$ cat src/rtl/fft_data_sel.sv
// fft_data_sel: N-channel registered data selector for the FFT datapath.
// Picks one valid/ready input stream (fixed select or round-robin) and
// delivers it through a single registered output stage with backpressure.
module fft_data_sel #(
  parameter int DATA_W = 136,
  parameter int N_CH   = 4,
  parameter int SEL_W  = 2,
  parameter int CNT_W  = 16
) (
  input  logic                   clk,
  input  logic                   rst,
  input  logic                   mode,
  input  logic [SEL_W-1:0]       sel,
  input  logic [N_CH-1:0]        in_valid,
  input  logic [N_CH*DATA_W-1:0] in_data,
  output logic [N_CH-1:0]        in_ready,
  output logic                   out_valid,
  output logic [DATA_W-1:0]      out_data,
  output logic [SEL_W-1:0]       out_ch,
  input  logic                   out_ready,
  output logic [CNT_W-1:0]       xfer_cnt
);

  logic              load_en;
  logic              gnt_vld;
  logic [SEL_W-1:0]  gnt_idx;
  logic [SEL_W-1:0]  rr_last;
  logic [DATA_W-1:0] gnt_data;
  logic              xfer;

  // Output register can take a word when empty or being drained this cycle.
  assign load_en = !out_valid || out_ready;
  assign xfer    = load_en && gnt_vld;

  // Grant: fixed select, or first valid channel after rr_last (mod N_CH).
  always_comb begin
    int idx;
    gnt_vld = 1'b0;
    gnt_idx = '0;
    idx     = 0;
    if (!mode) begin
      // Out-of-range sel matches no channel, so it never grants.
      for (int i = 0; i < N_CH; i++) begin
        if (sel == SEL_W'(i) && in_valid[i]) begin
          gnt_vld = 1'b1;
          gnt_idx = SEL_W'(i);
        end
      end
    end else begin
      // Walk from farthest to nearest so the nearest valid channel wins.
      for (int k = N_CH; k >= 1; k--) begin
        idx = int'(rr_last) + k;
        if (idx >= N_CH) idx = idx - N_CH;
        if (in_valid[idx]) begin
          gnt_vld = 1'b1;
          gnt_idx = SEL_W'(idx);
        end
      end
    end
  end

  // Per-channel ready: only the granted channel, only when the register can load.
  always_comb begin
    in_ready = '0;
    for (int i = 0; i < N_CH; i++) begin
      in_ready[i] = xfer && (gnt_idx == SEL_W'(i));
    end
  end

  // Data mux for the granted channel.
  always_comb begin
    gnt_data = '0;
    for (int i = 0; i < N_CH; i++) begin
      if (gnt_idx == SEL_W'(i)) gnt_data = in_data[i*DATA_W +: DATA_W];
    end
  end

  // Output stage, transfer counter and round-robin pointer.
  always_ff @(posedge clk or posedge rst) begin
    if (rst) begin
      out_valid <= 1'b0;
      out_data  <= '0;
      out_ch    <= '0;
      xfer_cnt  <= '0;
      rr_last   <= SEL_W'(N_CH - 1);
    end else if (load_en) begin
      if (gnt_vld) begin
        out_valid <= 1'b1;
        out_data  <= gnt_data;
        out_ch    <= gnt_idx;
        xfer_cnt  <= xfer_cnt + CNT_W'(1);
        if (mode) rr_last <= gnt_idx;
      end else begin
        out_valid <= 1'b0;
      end
    end
  end

endmodule

$ cat config.mk
export PLATFORM = sky130hd
export DESIGN_NAME = fft_data_sel
export DESIGN_NICKNAME = d
export VERILOG_FILES = /design/src/rtl/fft_data_sel.sv
export SDC_FILE = /design/constraint.sdc
export NUM_CORES = 1
export LEC_CHECK = 0
export BUFFER_PORTS_ARGS = -buffer_cell sky130_fd_sc_hd__buf_2
export CAP_MARGIN = 10
export CORE_AREA = 2 2 276 278
export CTS_BUF_LIST = sky130_fd_sc_hd__clkbuf_4
export CTS_CLUSTER_DIAMETER = 120
export CTS_CLUSTER_SIZE = 14
export DETAILED_ROUTE_END_ITERATION = 10
export DIE_AREA = 0 0 278 280
export HOLD_SLACK_MARGIN = 0.12
export PLACE_DENSITY = 0.36
export SLEW_MARGIN = 5
export SYNTH_ARGS = -nofsm -noshare
export SYNTH_HDL_FRONTEND = slang
export SYNTH_SLANG_ARGS = --single-unit
$ cat constraint.sdc
create_clock -name clk -period 5 [get_ports clk]
set_clock_uncertainty 0.2 [all_clocks]
set_input_delay 0.5 -clock clk [delete_from_list [all_inputs] [get_ports clk]]
set_output_delay 0.5 -clock clk [all_outputs]
set_load 0.01 [all_outputs]
==> impl_metrics.yaml, run 1 <==
run_status:
  status: "finished clean"
clocking:
  clk_latency_ns: 0.70
  cts.sinks: 157
  htreeDepth: 4
  numCtsBuffers: 17
  clk_pin_slew_ns: 0.17
  cts_tree: "done"
  cts_root_buffer: "clkbuf_4"
  clockBufferDepth: 2
yosys:
  synthMuxAreaShare_pct: 27.53
  yosysWarningCount: 0
  synth.most_common_cell: "mux2i_1"
  synth_xor_area_share_pct: 1.301
  asyncSetResetFlopFracSynth_pct: 100.0
  synth-simple-area-share_pct: 8.230
  ys_seq_area_share_pct: 38.94
  avgSynthCellArea_um2: 11.55
  synth_edf_count: 0
  syn_nets: 1429
  netlist_area_um2: 10090
  synth_top_area_share_pct: 38.42
  ys_ff_latch: 157
  synth_cell_types: 40
  synth-compound-area-share_pct: 18.44
  synth_top_family_by_area: "multiplexers"
  yosys_most_used_dff: "dfrtp_1"
  yosys-top-cells-area: "dfrtp_1, mux2i_1, o221ai_2, nand2_1, o221ai_1"
  yosysTopAreaCell: "dfrtp_1"
  synthCells: 874
  ys_top_cells_by_count: "mux2i_1, dfrtp_1, nand2_1"
  synth_fa_ha_area_share_pct: 0.1239
die:
  die_w_um: 278
  row_count: 101
  die_area_um2: 77840
  core_um2: 75190
  die_h_um: 280
  start_util_pct: 13.43
  pin_count: 713
global_routing:
  met1_usage_pct: 11.77
  use_met2_pct: 21.42
  grt_pass1_vias: 12370
  grt_busiest_layer: "met2"
  grtUsageMet3_pct: 2.481
  overflow: 0
  grt_antenna_before_repair: 2
  grt_max_degree: 108
  grt_pass1_wl_um: 67730
  grt_usage_pct: 11.16
sta:
  period_minus_slack_ns: 4.038
  rsz0062_at_grt: "no"
  drv_slew: 0
  slew_headroom_pct: 33.06
  min_period_over_period_pct: 80.76
  fin_ws_ns: 0.9621
  final-setup-viol-count: 0
  fin_setup_tns_ns: 0
  max_freq_mhz: 247.7
  hold_violations: 0
  tightest_slew_ns: 1.004
drt:
  post-route-drc-count: 0
  wl_um: 44830
  first_pass_iters: 4
  dr.first_iter.drc_count: 300
  routedWlPerCell_um: 15.13
  dr_total_vias: 11460
  drtAntennaViolNets: 0
  viasPerCell: 3.868
critical_path:
  crit_family: "buffers and inverters"
  cp-start-kind: "register"
  timing.rr.end: "out_data[79]"
  endpoint: "out_data[79]"
  worstSetupPathType: "reg2reg"
  crit_slowest_cell: "dfstp_2"
  crit_start: "rr_last[1]"
  critPathArrivalTime_ns: 4.42
  critPathCaptureType: "register"
  crit_buf_inv: 4
  cpPeakStageDelay_ns: 0.64
  crit_fanout: 102
  path_depth: 9
  r2r-start: "rr_last[1]"
  reg2reg_slack_ns: 0.96
  path_cells: "a21boi_0 > o21a_1 > a41oi_4 > buf_12 > buf_12 > mux2i_1 > dlygate4sd3_1 > o221ai_2 > dlygate4sd3_1"
  r2r_cells: 9
  cp_data_required_time_ns: 5.39
pwr:
  comb_power_share_pct: 58.2
  powerDensity_nw_per_um2: 360.4
  p_switching_mw: 2.689
  power_leakage_nw: 9.881
  ir_drop_mv: 0.1761
  power.internal_mw: 4.205
  netSwitchingFraction_pct: 39.00
  clock_power_share_pct: 12.0
  p_seq_share_pct: 29.8
place:
  place_ws_ns: 1.457
  dp_hpwl_um: 33800
  place.gp.congestion: 0.8359
  port-buffer-count: 712
  place_area_um2: 14660
finish:
  synthToLayoutAreaGrowth_pct: 89.51
  drive_gt1_share_pct: 43.91
  fin_nets: 2521
  fin_util_pct: 25.44
  fin_area_um2: 19130
run:
  drv_cap: 0
worst_hold_path:
  hold_class: "reg2reg"
power groups by stage:
stage                     logic [mW]  clock network [mW]  registers, mW
after detailed placement        3.06                   0           2.07
final                           4.02               0.827           2.05
after floorplan                 1.64                   0           2.27
after CTS                       4.04               0.900           2.05
after global routing            4.33               0.945           2.12
after global placement          3.03                   0           2.08
flip-flops by register name (all words and copies together), names as in the netlist:
name / flops
out_ch: 2
out_data: 136
out_valid: 1
rr_last: 2
xfer_cnt: 16
how the worst min path moves through the flow:
| stage | startpoint | endpoint | slack, ns | cells past startpoint |
|---|---|---|---|---|
| finish | xfer_cnt[15] | xfer_cnt[15] | 0.28 | 1 |
| global route | xfer_cnt[15] | xfer_cnt[15] | 0.29 | 1 |
| CTS | in_data[275] | out_data[3] | 0.28 | 4 |
| detailed placement | xfer_cnt[15] | xfer_cnt[15] | 0.26 | 1 |
| global placement | xfer_cnt[15] | xfer_cnt[15] | 0.26 | 1 |
| floorplan | xfer_cnt[15] | xfer_cnt[15] | 0.30 | 1 |
cell type report:
type	count	area, µm²
sequential	157	3931
multi-input combinational	635	5652
inverter	3	16.27
clock inverter	14	135.1
antenna	5	12.51
timing repair buffer	1152	8025
clock buffer	18	135.1
fill	8055	56060
tap	978	1224
cells in the final DEF, fill, tap and decap left out, drive strengths merged, types with 2 or more instances in the layout:
| master | instances |
|---|---|
| dlygate4sd3 | 418 |
| nand3 | 6 |
| and4 | 2 |
| a21boi | 2 |
| and3 | 6 |
| nand4 | 7 |
| nor2 | 9 |
| buf | 734 |
| mux2i | 272 |
| xnor2 | 9 |
| nor3 | 3 |
| nand2b | 3 |
| and2 | 2 |
| a211oi | 2 |
| nor3b | 2 |
| diode | 5 |
| dfrtp | 155 |
| dfstp | 2 |
| inv | 8 |
| clkbuf | 18 |
| clkinv | 2 |
| o21a | 2 |
| nand2 | 150 |
| o221ai | 137 |
| clkinvlp | 6 |
| mux2 | 3 |
| xor2 | 6 |
metal layers:
layer  vias up  part of all wire, %
li1       5540                    -
met5         -                    0
met2       377                   55
met3        42                  4.6
met4         0                  2.4
met1      5499                   38
cells by family (layout without fill, tap and decap cells):
family | Yosys count | after routing
DFF | 157 | 157
other | 0 | 5
AOI/OAI and AO/OA | 149 | 149
muxes | 276 | 276
xor gates and xnor gates | 15 | 15
buffers and inverters | 82 | 1187
adders and majority gates | 1 | 1
and+or+nand+nor | 194 | 194
per-stage QoR:
| step | total power [mW] | std cells | hold WS [ns] |
|---|---|---|---|
| global route | 7.395 | 2962 | 0.2916 |
| finish | 6.894 | 2962 | 0.2771 |
| CTS | 6.997 | 2957 | 0.2807 |
| detailed placement | 5.128 | 2507 | 0.2583 |
| global placement | 5.109 | 2507 | 0.2558 |
| floorplan | 3.905 | 874 | 0.3039 |
worst reg2reg max path, stage by stage (launching register included):
cell	delay (ns)
dfstp_2	0.64
a21boi_0	0.11
o21a_1	0.23
a41oi_4	0.32
buf_12	0.20
buf_12	0.45
mux2i_1	0.52
dlygate4sd3_1	0.61
o221ai_2	0.09
dlygate4sd3_1	0.57
what timing repair did:
action,4_1_cts,5_1_grt
setup buffers,0,0
endpoints found under the hold margin,296,0
hold buffers,418,0
gates resized for setup,0,0
(Power assumes the default switching activity.)
==> run 2: changes to the inputs <==
--- a/config.mk
+++ b/config.mk
@@ -5,16 +5,17 @@
 export SDC_FILE = /design/constraint.sdc
 export NUM_CORES = 1
 export LEC_CHECK = 0
+export ABC_AREA = 1
 export BUFFER_PORTS_ARGS = -buffer_cell sky130_fd_sc_hd__buf_2
 export CAP_MARGIN = 10
-export CORE_AREA = 2 2 276 278
+export CORE_AREA = 2 2 278 280
 export CTS_BUF_LIST = sky130_fd_sc_hd__clkbuf_4
 export CTS_CLUSTER_DIAMETER = 120
 export CTS_CLUSTER_SIZE = 14
 export DETAILED_ROUTE_END_ITERATION = 10
-export DIE_AREA = 0 0 278 280
+export DIE_AREA = 0 0 280 282
 export HOLD_SLACK_MARGIN = 0.12
-export PLACE_DENSITY = 0.36
+export PLACE_DENSITY = 0.39
 export SLEW_MARGIN = 5
 export SYNTH_ARGS = -nofsm -noshare
 export SYNTH_HDL_FRONTEND = slang
==> constraint.sdc (replaced) <==
create_clock -name clk -period 3.7 [get_ports clk]
set_clock_uncertainty 0.2 [all_clocks]
set_input_delay 0.37 -clock clk [delete_from_list [all_inputs] [get_ports clk]]
set_output_delay 0.37 -clock clk [all_outputs]
set_load 0.01 [all_outputs]
==> run 2 against run 1 <==
Global-route usage increased by 4.6 points. Register-to-register slack got worse by 0.78 ns. Final cell count increased by 30%. Area after synthesis increased by 21%. Core utilization increased by 2.5 points. Wire length increased by 47%. Critical path type unchanged. Largest power group unchanged.
==> impl_metrics.yaml, run 2 <==
run_status:
  status: "finished clean"
sta:
  final-setup-viol-count: 0
  max_freq_mhz: 284.5
  tightest_slew_ns: 0.7883
  hold_violations: 0
  slew_headroom_pct: 47.33
  fin_ws_ns: 0.1852
  whs_ns: 0.2022
  period_minus_slack_ns: 3.515
  min_period_over_period_pct: 95.00
  fin_setup_tns_ns: 0
  drv_slew: 0
drt:
  dr.first_iter.drc_count: 672
  wl_um: 65690
  drtAntennaViolNets: 0
  viasPerCell: 4.300
  post-route-drc-count: 0
  routedWlPerCell_um: 17.12
  dr_total_vias: 16500
  first_pass_iters: 5
yosys:
  netlist_area_um2: 12260
  synth_top_area_share_pct: 31.64
  synth_edf_count: 0
  asyncSetResetFlopFracSynth_pct: 100.0
  syn_nets: 2396
  yosysTopAreaCell: "dfrtp_1"
  yosys-top-cells-area: "dfrtp_1, nand2_1, nand3_1, nand4_1, nand3b_1"
  ys_seq_area_share_pct: 32.07
  yosysWarningCount: 0
  synth_cell_types: 34
  synth.most_common_cell: "nand2_1"
  yosys_most_used_dff: "dfrtp_1"
  ys_top_cells_by_count: "nand2_1, nand3_1, nand4_1"
  ys_ff_latch: 157
  avgSynthCellArea_um2: 6.659
  synthCells: 1841
critical_path:
  critPathCaptureType: "register"
  worstSetupPathType: "reg2reg"
  timing.rr.end: "out_data[78]"
  cp_common_cell: "nand2_1"
  critPathArrivalTime_ns: 4.00
  path_cells: "buf_4 > nand2_1 > nand3_1 > nand2_1 > inv_1 > nand3_1 > nand2_1 > nand2_2 > nand2_8 > buf_4 > buf_4 > nand4_1 > nand3_1 > dlygate4sd3_1 > nand2_1 > nand2_1"
  reg2reg_slack_ns: 0.19
  crit_fanout: 42
  crit_family: "buffers and inverters"
  cp-start-kind: "register"
  r2r_cells: 16
  path_depth: 16
  crit_buf_inv: 5
  cpPeakStageDelay_ns: 0.65
  crit_slowest_cell: "dfstp_2"
  cp_data_required_time_ns: 4.18
  r2r-start: "rr_last[0]"
worst_hold_path:
  worstHoldEndpoint: "out_ch[1]"
  worstHoldStart: "in_valid[0]"
  hold_depth: 7
  hold_class: "in2reg"
finish:
  most-common-layout-cells: "buf_2, nand2_1, dlygate4sd3_1, nand3_1, nand4_1"
  fin_nets: 3395
  top_register: "out_data"
  drive_gt1_share_pct: 30.81
  largest_register_ffs: 136
  fillCellCount: 8529
  layoutNonFillerInstCount: 3836
  synthToLayoutAreaGrowth_pct: 72.73
  reg_top3: "out_data (136), xfer_cnt (16)"
  layout_commonest_cell: "buf_2"
global_routing:
  grt_usage_pct: 15.79
  grtUsageMet3_pct: 3.911
  grt_pass1_wl_um: 95800
  grt_antenna_before_repair: 16
  use_met2_pct: 28.10
  grt_max_degree: 118
  met1_usage_pct: 18.27
  grt_busiest_layer: "met2"
  grt_pass1_vias: 16550
  overflow: 0
die:
  core_um2: 75700
  die_h_um: 282
  die_w_um: 280
  die_area_um2: 78960
  start_util_pct: 16.20
  row_count: 101
  pin_count: 713
place:
  dp_cells: 3419
  port-buffer-count: 712
  dp_hpwl_um: 48690
  place.gp.congestion: 0.8135
  place_ws_ns: 0.5945
clocking:
  clk_latency_ns: 0.72
  clk_pin_slew_ns: 0.19
  cts.sinks: 157
  htreeDepth: 4
  cts_tree: "done"
  clockBufferDepth: 2
  cts_root_buffer: "clkbuf_4"
  numCtsBuffers: 17
pwr:
  power_leakage_nw: 11.16
  powerDensity_nw_per_um2: 645.7
  ir_drop_mv: 0.3988
run:
  drv_cap: 0
==> run 2: cells by family (layout without fill, tap and decap cells) <==
group,Yosys count,count (layout),synth area share (%)
and+or+nand+nor,1228,1231,48.56
buffers and inverters,337,1346,12.21
DFF,157,157,32.07
AOI/OAI and AO/OA,105,105,6.134
xor gates and xnor gates,13,13,0.9288
adders and majority gates,1,1,0.1020
other,0,5,0
==> run 2: what timing repair did <==
item	in CTS	in global routing
gates resized for setup	3	12
pin swaps	1	4
setup buffers	3	7
hold buffers	365	0
endpoints found under the setup margin	4	35
endpoints found under the hold margin	295	0
gates cloned	2	3
==> run 2: routing by layer <==
layer / vias to the layer above / part of all wire, %
met1: 7706 / 41
met5: - / 0.16
met4: 16 / 2.6
met2: 559 / 50
met3: 76 / 6.3
li1: 8139 / -
==> run 2: power breakdown <==
part           internal, mW  switching, mW  leakage, nW
combinational          4.10           5.26         9.08
sequential             2.51          0.449         1.90
clock                 0.509          0.841        0.182
==> run 2: worst max-delay path by stage <==
| stage | start | end | slack (ns) |
|---|---|---|---|
| finish | rr_last[0] | out_data[78] | 0.19 |
| global route | rr_last[0] | in_ready[0] | -0.04 |
| CTS | rr_last[0] | in_ready[2] | 0.02 |
| detailed placement | rr_last[0] | in_ready[2] | 0.59 |
| global placement | rr_last[0] | in_ready[2] | 0.55 |
| floorplan | rst | out_ch[0] | 1.14 |
==> run 2: per-stage QoR <==
stage | total power [mW] | util [%] | cell area, µm²
2_1_floorplan | 7.813 | - | 12260
3_3_place_gp | 10.93 | 22.41 | 16960
3_5_place_dp | 10.89 | 22.41 | 16960
4_1_cts | 13.72 | 27.76 | 21010
5_1_grt | 14.98 | 27.97 | 21180
6_report | 13.67 | 27.97 | 21180
==> run 2: layout make-up <==
| type | count | area (µm²) | share of cell area [%] |
|---|---|---|---|
| clock buffers | 17 | 127.6 | 0.6027 |
| diodes | 5 | 12.51 | 0.05909 |
| flip-flops and latches | 157 | 3931 | 18.57 |
| clock inverters | 15 | 216.5 | 1.022 |
| well taps | 978 | 1224 | 5.779 |
| repair buffers | 1145 | 8056 | 38.05 |
| inverters | 169 | 645.6 | 3.049 |
| multi-input cells | 1350 | 6962 | 32.88 |
==> run 2: tightest hold or removal path, delay by kind of cell <==
family	cells	cell delay, ns
compound gates	1	0.12
simple gates	4	0.35
buf+inv	2	0.21
